**config.mk**
```make
export PLATFORM = sky130hd
export DESIGN_NAME = prog_delay_line_flat
export DESIGN_NICKNAME = d
export VERILOG_FILES = /design/src/rtl/prog_delay_line_if.sv /design/src/rtl/prog_delay_line.sv /design/src/flat_wrapper.sv
export SDC_FILE = /design/constraint.sdc
export NUM_CORES = 1
export LEC_CHECK = 0
export ABC_CLOCK_PERIOD_IN_PS = 3300
export CORE_MARGIN = 5
export CORE_UTILIZATION = 40
export CTS_CLUSTER_SIZE = 20
export DETAILED_ROUTE_END_ITERATION = 16
export SYNTH_ARGS = -nofsm -noshare
export SYNTH_HDL_FRONTEND = slang
export SYNTH_SLANG_ARGS = --single-unit
```
**constraint.sdc**
```tcl
create_clock -name clk -period 3.3 [get_ports clk]
set_clock_uncertainty 0.15 [all_clocks]
set_input_delay 0.495 -clock clk [delete_from_list [all_inputs] [get_ports clk]]
set_output_delay 0.495 -clock clk [all_outputs]
set_load 0.1 [all_outputs]
```
**src/rtl/prog_delay_line_if.sv**
```systemverilog
// prog_delay_line_if: delay-line bus (en, delay_load/delay_sel, valid_in/data_in in; valid_out/data_out/busy out)
interface prog_delay_line_if #(
  parameter int SIZE = 8,
  parameter int MAX_DELAY = 16
);
  localparam int DW = $clog2(MAX_DELAY + 1);
  logic en;
  logic delay_load;
  logic [DW-1:0] delay_sel;
  logic valid_in;
  logic [SIZE-1:0] data_in;
  logic valid_out;
  logic [SIZE-1:0] data_out;
  logic busy;
  modport master (
    output en, delay_load, delay_sel, valid_in, data_in,
    input valid_out, data_out, busy
  );
  modport slave (
    input en, delay_load, delay_sel, valid_in, data_in,
    output valid_out, data_out, busy
  );
endinterface

```
**src/rtl/prog_delay_line.sv**
```systemverilog
// prog_delay_line: runtime-programmable 0..MAX_DELAY cycle delay line (clk, rst, bus: en/delay_load/delay_sel/valid_in/data_in -> valid_out/data_out/busy)
module prog_delay_line #(
  parameter int SIZE = 8,
  parameter int MAX_DELAY = 16,
  parameter int DEFAULT_DELAY = 1
) (
  input logic clk,
  input logic rst,
  prog_delay_line_if.slave bus
);
  localparam int DW = $clog2(MAX_DELAY + 1);
  localparam int PW = MAX_DELAY > 1 ? $clog2(MAX_DELAY) : 1;
  localparam int AW = DW + 1;
  logic [SIZE-1:0] mem_d [MAX_DELAY];
  logic [MAX_DELAY-1:0] mem_v;
  logic [PW-1:0] wr_ptr;
  logic [PW-1:0] rd;
  logic [DW-1:0] cur_delay;
  logic [DW-1:0] fill;
  logic [DW-1:0] new_delay;
  logic [AW-1:0] sum;
  // wr_ptr + MAX_DELAY - d never underflows and is < 2*MAX_DELAY, so one conditional subtract gives the modulo
  always_comb begin
    sum = AW'(wr_ptr) + AW'(MAX_DELAY) - AW'(cur_delay);
    rd = PW'(sum >= AW'(MAX_DELAY) ? sum - AW'(MAX_DELAY) : sum);
    new_delay = bus.delay_sel > DW'(MAX_DELAY) ? DW'(MAX_DELAY) : bus.delay_sel;
    bus.valid_out = cur_delay == '0 ? bus.valid_in : mem_v[rd];
    bus.data_out = !bus.valid_out ? '0 : cur_delay == '0 ? bus.data_in : mem_d[rd];
    bus.busy = fill < cur_delay;
  end
  always_ff @(posedge clk)
    if (bus.en && !rst) mem_d[wr_ptr] <= bus.data_in;
  always_ff @(posedge clk) begin
    if (rst) begin
      wr_ptr <= '0;
      mem_v <= '0;
      fill <= '0;
      cur_delay <= DW'(DEFAULT_DELAY);
    end else begin
      if (bus.delay_load) begin
        cur_delay <= new_delay;
        fill <= (bus.en && new_delay != '0) ? DW'(1) : '0;
        mem_v <= '0;
        if (bus.en) mem_v[wr_ptr] <= bus.valid_in;
      end else if (bus.en) begin
        fill <= fill < cur_delay ? fill + DW'(1) : fill;
        mem_v[wr_ptr] <= bus.valid_in;
      end
      if (bus.en) wr_ptr <= wr_ptr == PW'(MAX_DELAY - 1) ? '0 : wr_ptr + PW'(1);
    end
  end
endmodule

```
**src/flat_wrapper.sv**
```systemverilog
// flat-port wrapper written by rule: the top's interface ports become plain ports
module prog_delay_line_flat 
#(
  parameter int SIZE = 8,
  parameter int MAX_DELAY = 16,
  parameter int DEFAULT_DELAY = 1
)
  (clk, rst, bus_en, bus_delay_load, bus_delay_sel, bus_valid_in, bus_data_in, bus_valid_out, bus_data_out, bus_busy);
  prog_delay_line_if #(.SIZE(SIZE), .MAX_DELAY(MAX_DELAY)) bus_i ();
  input logic clk;
  input logic rst;
  input wire logic [$bits(bus_i.en)-1:0] bus_en;
  input wire logic [$bits(bus_i.delay_load)-1:0] bus_delay_load;
  input wire logic [$bits(bus_i.delay_sel)-1:0] bus_delay_sel;
  input wire logic [$bits(bus_i.valid_in)-1:0] bus_valid_in;
  input wire logic [$bits(bus_i.data_in)-1:0] bus_data_in;
  output wire logic [$bits(bus_i.valid_out)-1:0] bus_valid_out;
  output wire logic [$bits(bus_i.data_out)-1:0] bus_data_out;
  output wire logic [$bits(bus_i.busy)-1:0] bus_busy;
  assign bus_i.en = bus_en;
  assign bus_i.delay_load = bus_delay_load;
  assign bus_i.delay_sel = bus_delay_sel;
  assign bus_i.valid_in = bus_valid_in;
  assign bus_i.data_in = bus_data_in;
  assign bus_valid_out = bus_i.valid_out;
  assign bus_data_out = bus_i.data_out;
  assign bus_busy = bus_i.busy;
  prog_delay_line #(.SIZE(SIZE), .MAX_DELAY(MAX_DELAY), .DEFAULT_DELAY(DEFAULT_DELAY)) u_core (.clk(clk), .rst(rst), .bus(bus_i));
endmodule
```
==> flow_summary.ini <==
[run_status]
status = finished, violations left
violations = negative setup slack

[synthesis]
async_flop_share_pct = 0
synth_top_family_by_area = multiplexers
ys_warn_count = 0
synth-edff-count = 128
syn-cell-area_mm2 = 0.00698
synth.area.top_cells = edfxtp_1 55%, dfxtp_1 8.6%, mux4_1 8.3%
synth_most_common_cell = edfxtp_1
synth_compound_area_share_pct = 6.48
ys_ff_latch = 158
yosysUniqueCellTypes = 51
synth_common_cells = 128 x edfxtp_1, 43 x nor2_1, 30 x dfxtp_1
synth-adder-area-share_pct = 2.44
synth-seq-area-share_pct = 63.7
synth_area_leader_cell = edfxtp_1
yosys.area_share.simple_pct = 7.41
avgSynthCellArea_um2 = 15.8
ys.flop_type = edfxtp_1
synth_fp_nets = 473
syn_inst = 442
synth_top_area_share_pct = 55.1
synthMuxAreaShare_pct = 16.7
synth-xor-area-share_pct = 0.646

[floorplan]
pin_count = 28
initial_utilization_pct = 40.6
core_mm2 = 0.0172
die-area_mm2 = 0.0202
rows = 48
fp.dieW_um = 142
die_y_um = 142

[timing]
finalHoldViolCount = 0
worstMarginPinSlew_ns = 1.04
fin_ws_ns = -0.532
rsz0062_at_grt = true
slew_headroom_pct = 30.4
fmaxAchievable_ghz = 0.261
finalCritPeriodShare_pct = 116
maxSlewViolCount = 0
finalCriticalPeriod_ns = 3.83
setup_violations = 9
fin_hold_ws_ns = 0.342

[worst_hold_path]
hold_class = reg -> reg

[clock_tree]
clock_sinks = 158
root_buffer = clkbuf_16
htreeDepth = 4
numCtsBuffers = 17
max-clock-path-buffers = 2
clkTransAtPathRegs_ns = 0.06
clk_latency_ns = 0.41
cts_tree = yes

[detailed_routing]
drt_first_iter_violations = 318
routedWlPerCell_um = 21.4
routed_wl_um = 16100
first_pass_iters = 5
drc = 0
ant_nets = 0
via_per_inst = 5.53
vias = 4151

[finish]
finalNonFillerCells = 750
utilization_pct = 51.2
area.growth.synth_to_final_pct = 26.1
layout.nets = 543
diodes = 0
fin_area_mm2 = 0.00879
drive_gt1_share_pct = 31.8

[run]
maxCapViolCount = 0

[power_and_ir_drop]
ir_drop_v = 0.000388
p_per_area_mw_per_mm2 = 612
p_leak_uw = 0.00296

[placement]
place_ws_ns = -0.223
dp_hpwl_um = 10200
place_inst = 710
placed_area_mm2 = 0.00798
gp_congestion = 0.794
port_buffers = 27

[setup_path]
critical_path_required_ns = 2.65
critPathTopFamily = multiplexers
cp_num_buf_inv = 5
endpoint_kind = primary output
cp.arrival_ns = 3.19
worstPathCellList = inv_2 -> ha_4 -> inv_2 -> fa_2 -> buf_12 -> clkbuf_16 -> mux4_1 -> mux2_2 -> o22ai_4 -> nor4_4 -> buf_12
start_kind = flop
path_max_fanout = 6
slowest_stage = fa_2
crit_type = reg -> out
critical-path-max-stage-delay_ns = 0.56

[global_routing]
track_usage_pct = 16.2
grt_pass1_vias = 4318
grt_max_degree = 34
grt_pass1_wl_um = 24600
overflow = 0
grt_antenna_before_repair = 0
[metal layers]
metal	vias to the layer above	routed length [um]	GRT usage (%)
li1	1904	-	-
met1	2128	7110	21.8
met2	106	8070	26.5
met3	13	709	4.23
met4	0	163	4.24
met5	-	0	0
[logic make-up after synthesis]
kind of cell             Yosys count
XOR/XNOR                           3
buffers and inverters             35
multiplexers                      60
adder cells (fa/ha/maj)           13
flip-flops                       158
AND/OR/NAND/NOR                  107
AO/OA/AOI/OAI                     66
[tightest hold or removal path, stage by stage (launching register included)]
cell and delay, ns:
dfxtp_1 0.31, o211ai_1 0.07, a21oi_1 0.06
[flip-flops by register name, indices dropped and copies added, names as in the netlist]
name	cells
u_core.mem_d	128
u_core.cur_delay	5
u_core.wr_ptr	4
u_core.fill	5
u_core.mem_v	16
[report_power, final]
group | switching (uW) | total [uW] | internal, uW
sequential | 10.2 | 2180 | 2170
clock | 808 | 1860 | 1050
combinational | 727 | 1350 | 619
[worst paths after layout]
path,startpoint,endpoint,slack [ns],cells after the start
setup reg to reg,u_core.wr_ptr[0],u_core.mem_d[4][7],1.03,9
hold / removal,u_core.mem_v[9],u_core.mem_v[9],0.34,2
setup / recovery,u_core.wr_ptr[0],bus_data_out[6],-0.53,11
hold reg to reg,u_core.mem_v[9],u_core.mem_v[9],0.34,2
[cells in the final DEF, fill, tap and decap left out, types with 10 or more instances in the layout]
cell / instances
dfxtp_1: 28
buf_12: 14
nand2_1: 19
mux4_1: 13
ha_1: 11
clkbuf_16: 20
mux4_2: 23
clkdlybuf4s50_1: 17
mux2_4: 10
nor2_1: 41
buf_4: 41
a21oi_1: 22
o211ai_1: 16
edfxtp_1: 128
[repair_timing]
item	4_1_cts	5_1_grt
endpoints found under the setup margin	9	9
hold endpoints to repair	0	0
gates resized for setup	22	19
gates cloned	2	3
setup buffers	4	1
hold buffers	0	0
pin swaps	5	5
[stage by stage]
step,setup TNS [ns],power [uW]
4_1_cts,-5.07,5350
2_1_floorplan,-2.45,2990
3_5_place_dp,-1.37,3350
3_3_place_gp,-1.05,3340
6_report,-4.43,5380
5_1_grt,-5.36,5580
[cell type report]
cell class	instances	area (um^2)
Fill cell	1464	8380
Sequential cell	158	4450
Multi-Input combinational cell	249	2590
Timing Repair Buffer	78	887
Clock buffer	18	429
Tap cell	225	282
Clock inverter	14	133
Inverter	8	30.0
Power figures use the tool's default switching activity.
